==> src/rtl/decode_pkg.sv <==
// decode_pkg: opcode constants, ctrl bit positions, ctrl patterns and length constants for decode_stage
package decode_pkg;
    localparam logic [4:0] OP_MOV_HI   = 5'b10111;
    localparam logic [7:0] OP_ADD_EAX  = 8'h05;
    localparam logic [7:0] OP_ADD_RM   = 8'h01;
    localparam logic [7:0] OP_ADD_IMM8 = 8'h83;
    localparam logic [7:0] OP_JMP      = 8'hE9;
    localparam logic [7:0] OP_HLT      = 8'hF4;

    localparam int CTRL_SRC2MUX = 6;
    localparam int CTRL_OP      = 5;
    localparam int CTRL_READ1   = 4;
    localparam int CTRL_READ2   = 3;
    localparam int CTRL_WE      = 2;
    localparam int CTRL_JMP     = 1;
    localparam int CTRL_HALT    = 0;

    localparam logic [6:0] CTRL_NOP     = 7'b0000000;
    localparam logic [6:0] CTRL_MOV_IMM = 7'b1000100;
    localparam logic [6:0] CTRL_ADD_IMM = 7'b1110100;
    localparam logic [6:0] CTRL_ADD_REG = 7'b0111100;
    localparam logic [6:0] CTRL_JMPREL  = 7'b0000010;
    localparam logic [6:0] CTRL_HALTED  = 7'b0000001;

    localparam logic [7:0] LEN_1 = 8'd1;
    localparam logic [7:0] LEN_2 = 8'd2;
    localparam logic [7:0] LEN_3 = 8'd3;
    localparam logic [7:0] LEN_5 = 8'd5;

    // bytes 2..5 of the instruction form a little-endian 32-bit value
    function automatic logic [31:0] imm32(input logic [39:0] instr);
        return {instr[7:0], instr[15:8], instr[23:16], instr[31:24]};
    endfunction
endpackage

==> src/rtl/decode_logic.sv <==
// decode_logic: purely combinational decode of a five-byte instruction window
//   instr    in  40  fetched bytes, first byte in [39:32]
//   imm      out 32  decoded immediate
//   src1_idx out 3   destination / first-source register
//   src2_idx out 3   second-source register
//   ctrl     out 7   {src2mux, op, read1, read2, we, jmp, halt}
//   length   out 8   instruction length in bytes
module decode_logic
    import decode_pkg::*;
(
    input  logic [39:0] instr,
    output logic [31:0] imm,
    output logic [2:0]  src1_idx,
    output logic [2:0]  src2_idx,
    output logic [6:0]  ctrl,
    output logic [7:0]  length
);
    logic [7:0] opcode;
    logic [7:0] modrm;
    assign opcode = instr[39:32];
    assign modrm  = instr[31:24];
    // mod bits are ignored: every ModRM is treated as register-direct
    always_comb begin
        imm      = '0;
        src1_idx = '0;
        src2_idx = '0;
        ctrl     = CTRL_NOP;
        length   = LEN_1;
        if (opcode[7:3] == OP_MOV_HI) begin
            imm      = imm32(instr);
            src1_idx = opcode[2:0];
            ctrl     = CTRL_MOV_IMM;
            length   = LEN_5;
        end else if (opcode == OP_ADD_EAX) begin
            imm    = imm32(instr);
            ctrl   = CTRL_ADD_IMM;
            length = LEN_5;
        end else if (opcode == OP_ADD_RM) begin
            src1_idx = modrm[2:0];
            src2_idx = modrm[5:3];
            ctrl     = CTRL_ADD_REG;
            length   = LEN_2;
        end else if (opcode == OP_ADD_IMM8) begin
            imm      = {{24{instr[23]}}, instr[23:16]};
            src1_idx = modrm[2:0];
            ctrl     = CTRL_ADD_IMM;
            length   = LEN_3;
        end else if (opcode == OP_JMP) begin
            imm    = imm32(instr);
            ctrl   = CTRL_JMPREL;
            length = LEN_5;
        end else if (opcode == OP_HLT) begin
            ctrl = CTRL_HALTED;
        end
    end
endmodule

==> src/rtl/decode_stage.sv <==
// decode_stage: combinational instruction decode plus the decode/execute pipeline register
//   clk, rst        clock, synchronous active-high reset (beats stall)
//   pc, instr       fetched address and five instruction bytes
//   in_valid, stall input qualifier, hold request for the pipeline register
//   imm, src1_idx, src2_idx, ctrl, length   combinational decode of instr
//   d_*             registered copies plus d_pc, d_next_pc, d_valid
module decode_stage
    import decode_pkg::*;
(
    input  logic        clk,
    input  logic        rst,
    input  logic [31:0] pc,
    input  logic [39:0] instr,
    input  logic        in_valid,
    input  logic        stall,
    output logic [31:0] imm,
    output logic [2:0]  src1_idx,
    output logic [2:0]  src2_idx,
    output logic [6:0]  ctrl,
    output logic [7:0]  length,
    output logic        d_valid,
    output logic [31:0] d_pc,
    output logic [31:0] d_next_pc,
    output logic [31:0] d_imm,
    output logic [2:0]  d_src1_idx,
    output logic [2:0]  d_src2_idx,
    output logic [6:0]  d_ctrl,
    output logic [7:0]  d_length
);
    decode_logic u_decode (
        .instr    (instr),
        .imm      (imm),
        .src1_idx (src1_idx),
        .src2_idx (src2_idx),
        .ctrl     (ctrl),
        .length   (length)
    );
    always_ff @(posedge clk) begin
        if (rst) begin
            d_valid    <= 1'b0;
            d_pc       <= '0;
            d_next_pc  <= '0;
            d_imm      <= '0;
            d_src1_idx <= '0;
            d_src2_idx <= '0;
            d_ctrl     <= '0;
            d_length   <= '0;
        end else if (!stall) begin
            d_valid    <= in_valid;
            d_pc       <= pc;
            d_next_pc  <= pc + {24'd0, length};
            d_imm      <= imm;
            d_src1_idx <= src1_idx;
            d_src2_idx <= src2_idx;
            d_ctrl     <= ctrl;
            d_length   <= length;
        end
    end
endmodule

==> config.mk <==
export PLATFORM = sky130hd
export DESIGN_NAME = decode_stage
export DESIGN_NICKNAME = d
export VERILOG_FILES = /design/src/rtl/decode_pkg.sv /design/src/rtl/decode_logic.sv /design/src/rtl/decode_stage.sv
export SDC_FILE = /design/constraint.sdc
export NUM_CORES = 1
export LEC_CHECK = 0
export CAP_MARGIN = 20
export CORE_ASPECT_RATIO = 0.9
export CORE_UTILIZATION = 45
export DETAILED_ROUTE_END_ITERATION = 6
export PLACE_DENSITY = 0.87
export SETUP_SLACK_MARGIN = 0.05
export SYNTH_ARGS = -nofsm -noshare
export SYNTH_HDL_FRONTEND = slang
export SYNTH_SLANG_ARGS = --single-unit
==> constraint.sdc <==
create_clock -name clk -period 9.55 [get_ports clk]
set_input_delay 0.955 -clock clk [delete_from_list [all_inputs] [get_ports clk]]
set_output_delay 0.955 -clock clk [all_outputs]
set_load 0.02 [all_outputs]
; ---- Word level (Yosys, flattened, before mapping)
; Index checks and enable logic that the tools add are counted.
[word_totals]
reg_bits = 118
inputBits = 76
elab_cells = 38
[op_classes]
addsub = 1
n_eq_ne = 6
muxes = 23
[ops]
columns = op, n
row1 = $mux W32, 5
row2 = $mux W7, 5
row3 = $add A32 B8 Y32, 1
row4 = $mux W8, 4
row5 = $eq A8 B8 Y1 const B, 3
row6 = $mux W3, 8
row7 = $eq A8 B1 Y1 const B, 1
row8 = $eq A8 B3 Y1 const B, 1
row9 = $eq A5 B5 Y1 const B, 1
row10 = $mux W1, 1

; ---- Depth between registers and ports, before layout
[logic_depth]
word_depth = 7
depth_mapped = 11
mapped_depth_nobuf = 9

; ---- Hierarchy
; A second synthesis with hierarchy kept.
[hier_totals]
hier_cells = 587
hier_area_um2 = 5554.1
[by_module_without_submodules]
columns = mod, n_inst, cells_each, area_each_um2
row1 = decode_stage, 1, 510, 4964.8
row2 = decode_logic, 1, 77, 589.3

; ---- Least setup slack after synthesis
; No wires, ideal clock.
[synth_timing]
path_type = input to register
start = input instr[33]
end = register d_next_pc[30]
arrival_time_ns = 3.980
required_ns = 9.428
slack_ns = 5.449
stages = 11
cell_sequence = buf_2 nand4b_1 nor4b_1 clkbuf_1 or3_1 ha_1 a21oi_1 nor4_1 buf_2 a41oi_1 a221o_1
[synth_via]
elab_chain_len = 7
word_cells_on_any_way = 10
classes_between = 1 x add/sub / 4 x eq/ne / 5 x mux
[synth_lines]
columns = element, line_no
row1 = "start, declared", decode_stage.sv:13  ; input logic [39:0] instr,
row2 = $eq A8 B8 Y1, decode_logic.sv:48  ; end else if (opcode == OP_JMP) begin
row3 = $mux W3, decode_logic.sv:48
row4 = $mux W8, decode_logic.sv:43  ; end else if (opcode == OP_ADD_IMM8) begin
row5 = $mux W8, decode_logic.sv:38  ; end else if (opcode == OP_ADD_RM) begin
row6 = $mux W8 *, decode_logic.sv:34  ; end else if (opcode == OP_ADD_EAX) begin
row7 = $mux W8 *, decode_logic.sv:29  ; if (opcode[7:3] == OP_MOV_HI) begin
row8 = named net length[2], decode_stage.sv:20  ; output logic [7:0] length,
row9 = $add A32 B8 Y32 *, decode_stage.sv:51  ; d_next_pc <= pc + {24'd0, length};
row10 = "end signal, assigned", decode_stage.sv:51
row11 = "end, declared", decode_stage.sv:23  ; output logic [31:0] d_next_pc,
; Mark *: on every way through the listed nets, which the timed path passes. The rest lies on a longest branch.
; A chain may end at the register's enable or synchronous reset.

; ---- Final worst setup path
[layout_timing]
start = input instr[33]
end = output imm[5]
[layout_via]
elab_chain_len = 6
word_cells_on_any_way = 9
classes_between = 4 x eq/ne / 5 x mux
[layout_lines]
columns = element, line_no
row1 = $eq A8 B8 Y1, decode_logic.sv:48
row2 = $mux W32, decode_logic.sv:48
row3 = $mux W32, decode_logic.sv:43
row4 = $mux W32, decode_logic.sv:38
row5 = $mux W32 *, decode_logic.sv:34
row6 = $mux W32 *, decode_logic.sv:29
row7 = "end, declared", decode_stage.sv:16  ; output logic [31:0] imm,
; Every way passes the cells marked *; elsewhere a longest branch is shown, timed or not.

==> flow_summary.toml <==
[critical_path]
cpMostUsedCell = "clkdlybuf4s50_1"
cp_num_buf_inv = 2
required_ps = 8600
critPathTopFamily = "simple AND/OR/NAND/NOR gates"
critPathKind = "in -> out"
cp_cell_sequence = "clkdlybuf4s50_1, or3b_2, nor3_1, o31ai_1, nand2_1, clkdlybuf4s50_1"
cp.arrival_ps = 3870
endpoint_kind = "output port"
slowest_stage = "nor3_1"
path_max_fanout = 10
worst_path_largest_cell_delay_ps = 810
worstSetupStartpointType = "primary input"

[clock_network]
clockRootBuffer = "clkbuf_16"
cts_resized = 0
insertion_delay_ps = 340
ctsHoldBuffers = 0
cts_buffer_depth = 2
post_cts_buffers = 0
cts_tree = "done"
htree_levels = 3
clkSinkCount = 112
numCtsBuffers = 9
path_clk_slew_ps = 70

[sta]
final.setup_skew_ps = 0
maxSlewViolCount = 0
max_slew_margin_pct = 25.3
hold-worst-slack_ps = 449
rsz0062_at_grt = "false"
finalSetupViolations = 0
final.setup.tns_ps = 0
fin_crit_ps = 4820
hold_violations = 0
fin_ws_ps = 4730
finalCritPeriodShare_pct = 50.5
worst_slew_pin_slew_ps = 1110
max_freq_mhz = 207

[placed_design]
io_buffers = 236
dp_hpwl_mm = 12.3
pre_cts_ws_ps = 4460
placed_area_sq_um = 7730
gp_congestion = 0.835

[power_and_ir_drop]
p_leak_nw = 2.96
peakVddDrop_mv = 0.0997
p_per_area_nw_per_um2 = 132

[global_route]
grt_pass1_wl_mm = 27.2
grt_start_max_net_pins = 83
grt_overflow = 0
antenna_found_initial = 0
grt_usage_pct = 28.3
grt_pass1_vias = 5328

[routing]
routed_wl_mm = 17.1
dr_total_vias = 5620
drc = 0
ant_nets = 0
dr.pass1.iters = 7
post_drt_via_cell_ratio = 5.45
wl_per_cell_microns = 16.6
detailedRoute.firstIterationViolations = 464

[floorplan]
io_pins = 247
std_cell_rows = 37
die-area_sq_um = 12200
chipWidth_microns = 116
start_util_pct = 46.3
coreArea_sq_um = 11400
die_y_microns = 105

[cells_and_area]
area_growth_pct = 51.2
final_area_sq_um = 8000
nets = 951
multi_input_area_sq_um = 2820
regArea_sq_um = 2240
antenna-diode-count = 0
drive_gt1_share_pct = 5.03
num-fill-cells = 915

[logic_synthesis]
synth_edf_count = 0
synth_area_per_cell_sq_um = 8.00
async_reset_ff_share_pct = 0
netlist_area_sq_um = 5290
ys_ff_latch = 112
synth_common_cells = "112 x dfxtp_1, 106 x nor2_1, 87 x nand2_1"
yosysMostFrequentCell = "dfxtp_1"
ys_types = 66
yosysWarningCount = 0
postSynthCellCount = 661
synth_top_area_share_pct = 42.4
ys.flop_type = "dfxtp_1"
synth.largest_area_cell = "dfxtp_1"
ys_seq_area_share_pct = 42.4
synthTopCellsByArea = "dfxtp_1 42%, nor2_1 7.5%, nand2_1 6.2%"

[run]
drv_cap = 0

[hold_path]
hp-class = "reg -> reg"

[outcome]
status = "finished, final reports clean"
routing by layer:
metal	vias up	part of all wire [%]	routed length, microns	GRT usage, %
li1	2742	-	-	-
met1	2644	43	7360	36.6
met2	201	47	8080	44.6
met3	33	7.2	1230	8.18
met4	0	2.3	388	9.34
met5	-	0	0	0
cells in the final DEF (no fill, tap or decap), types with 3 or more instances in the layout:
cell,netlist,final
clkdlybuf4s50_1,0,234
dfxtp_1,112,112
nor2_1,106,105
nand2_1,87,87
a21oi_1,47,47
o21ai_0,38,38
mux2i_1,27,27
nand3_1,19,19
nor3_1,16,16
nand4_1,14,14
a211oi_1,12,12
inv_1,11,11
buf_4,12,11
conb_1,1,10
clkbuf_16,0,9
xnor2_1,8,8
nor4_1,9,8
o31ai_1,9,8
a311o_1,5,5
a2111oi_0,5,5
and2_1,4,4
nor2b_1,4,4
a311oi_1,4,4
or3_1,3,3
or2_2,3,3
or4_1,3,3
o2111a_1,3,3
and4_1,3,3
o211ai_1,3,3
and3_1,3,3
xor2_1,3,3
o21ai_1,3,3
ha_1,3,3
cell type report:
class | instances | share of cell area (%)
timing repair buffer | 246 | 30.4
sequential | 112 | 28.0
inverter | 12 | 0.563
clock inverter | 6 | 0.532
multi-input combinational | 490 | 35.3
tap | 156 | 2.44
clock buffer | 9 | 2.82
worst reg2reg max path, cell delays in order, from the launching register on:
cell	delay, ps
dfxtp_1	320
mux2i_1	150
nor2_1	50
mux2_2	280
where the power goes:
group | total (W) | switching, W | leakage [nW] | internal, W
Combinational | 0.000205 | 0.000111 | 1.91 | 0.0000939
Sequential | 0.000498 | 0.0000106 | 0.919 | 0.000488
Clock | 0.000350 | 0.000173 | 0.128 | 0.000177
sequential cells by signal, summed over array words and instances (netlist names):
| register | count |
|---|---|
| d_length | 3 |
| d_valid | 1 |
| d_ctrl | 6 |
| d_src1_idx | 3 |
| d_pc | 32 |
| d_next_pc | 32 |
| d_imm | 32 |
| d_src2_idx | 3 |
path summary, 6_finish.rpt:
kind / slack (ps) / startpoint / cells past startpoint / endpoint
min: 450 / d_imm[11] / 2 / d_imm[11]
max reg2reg: 8650 / d_next_pc[31] / 3 / d_next_pc[31]
min reg2reg: 450 / d_imm[11] / 2 / d_imm[11]
max: 4730 / instr[33] / 6 / imm[5]
kinds of logic (layout without fill, tap and decap cells):
group,after synthesis,in the layout,share of synthesized area [%]
buffers and inverters,68,273,5.82
adders and majority gates,4,4,1.09
muxes,28,28,5.32
xor gates and xnor gates,11,11,1.82
DFF,112,112,42.4
other,1,10,0.0709
AOI/OAI and AO/OA,148,148,17.9
and+or+nand+nor,289,289,25.6
through the flow:
stage          std cells  utilization, %  total power, W
3_5_place_dp        1016            67.6        0.000713
3_3_place_gp        1016            67.6        0.000710
2_1_floorplan        670               -        0.000611
6_report            1031            70.0         0.00105
4_1_cts             1031            70.0         0.00106
5_1_grt             1031            70.0         0.00110
No activity file was read; power rests on OpenSTA's default activity.
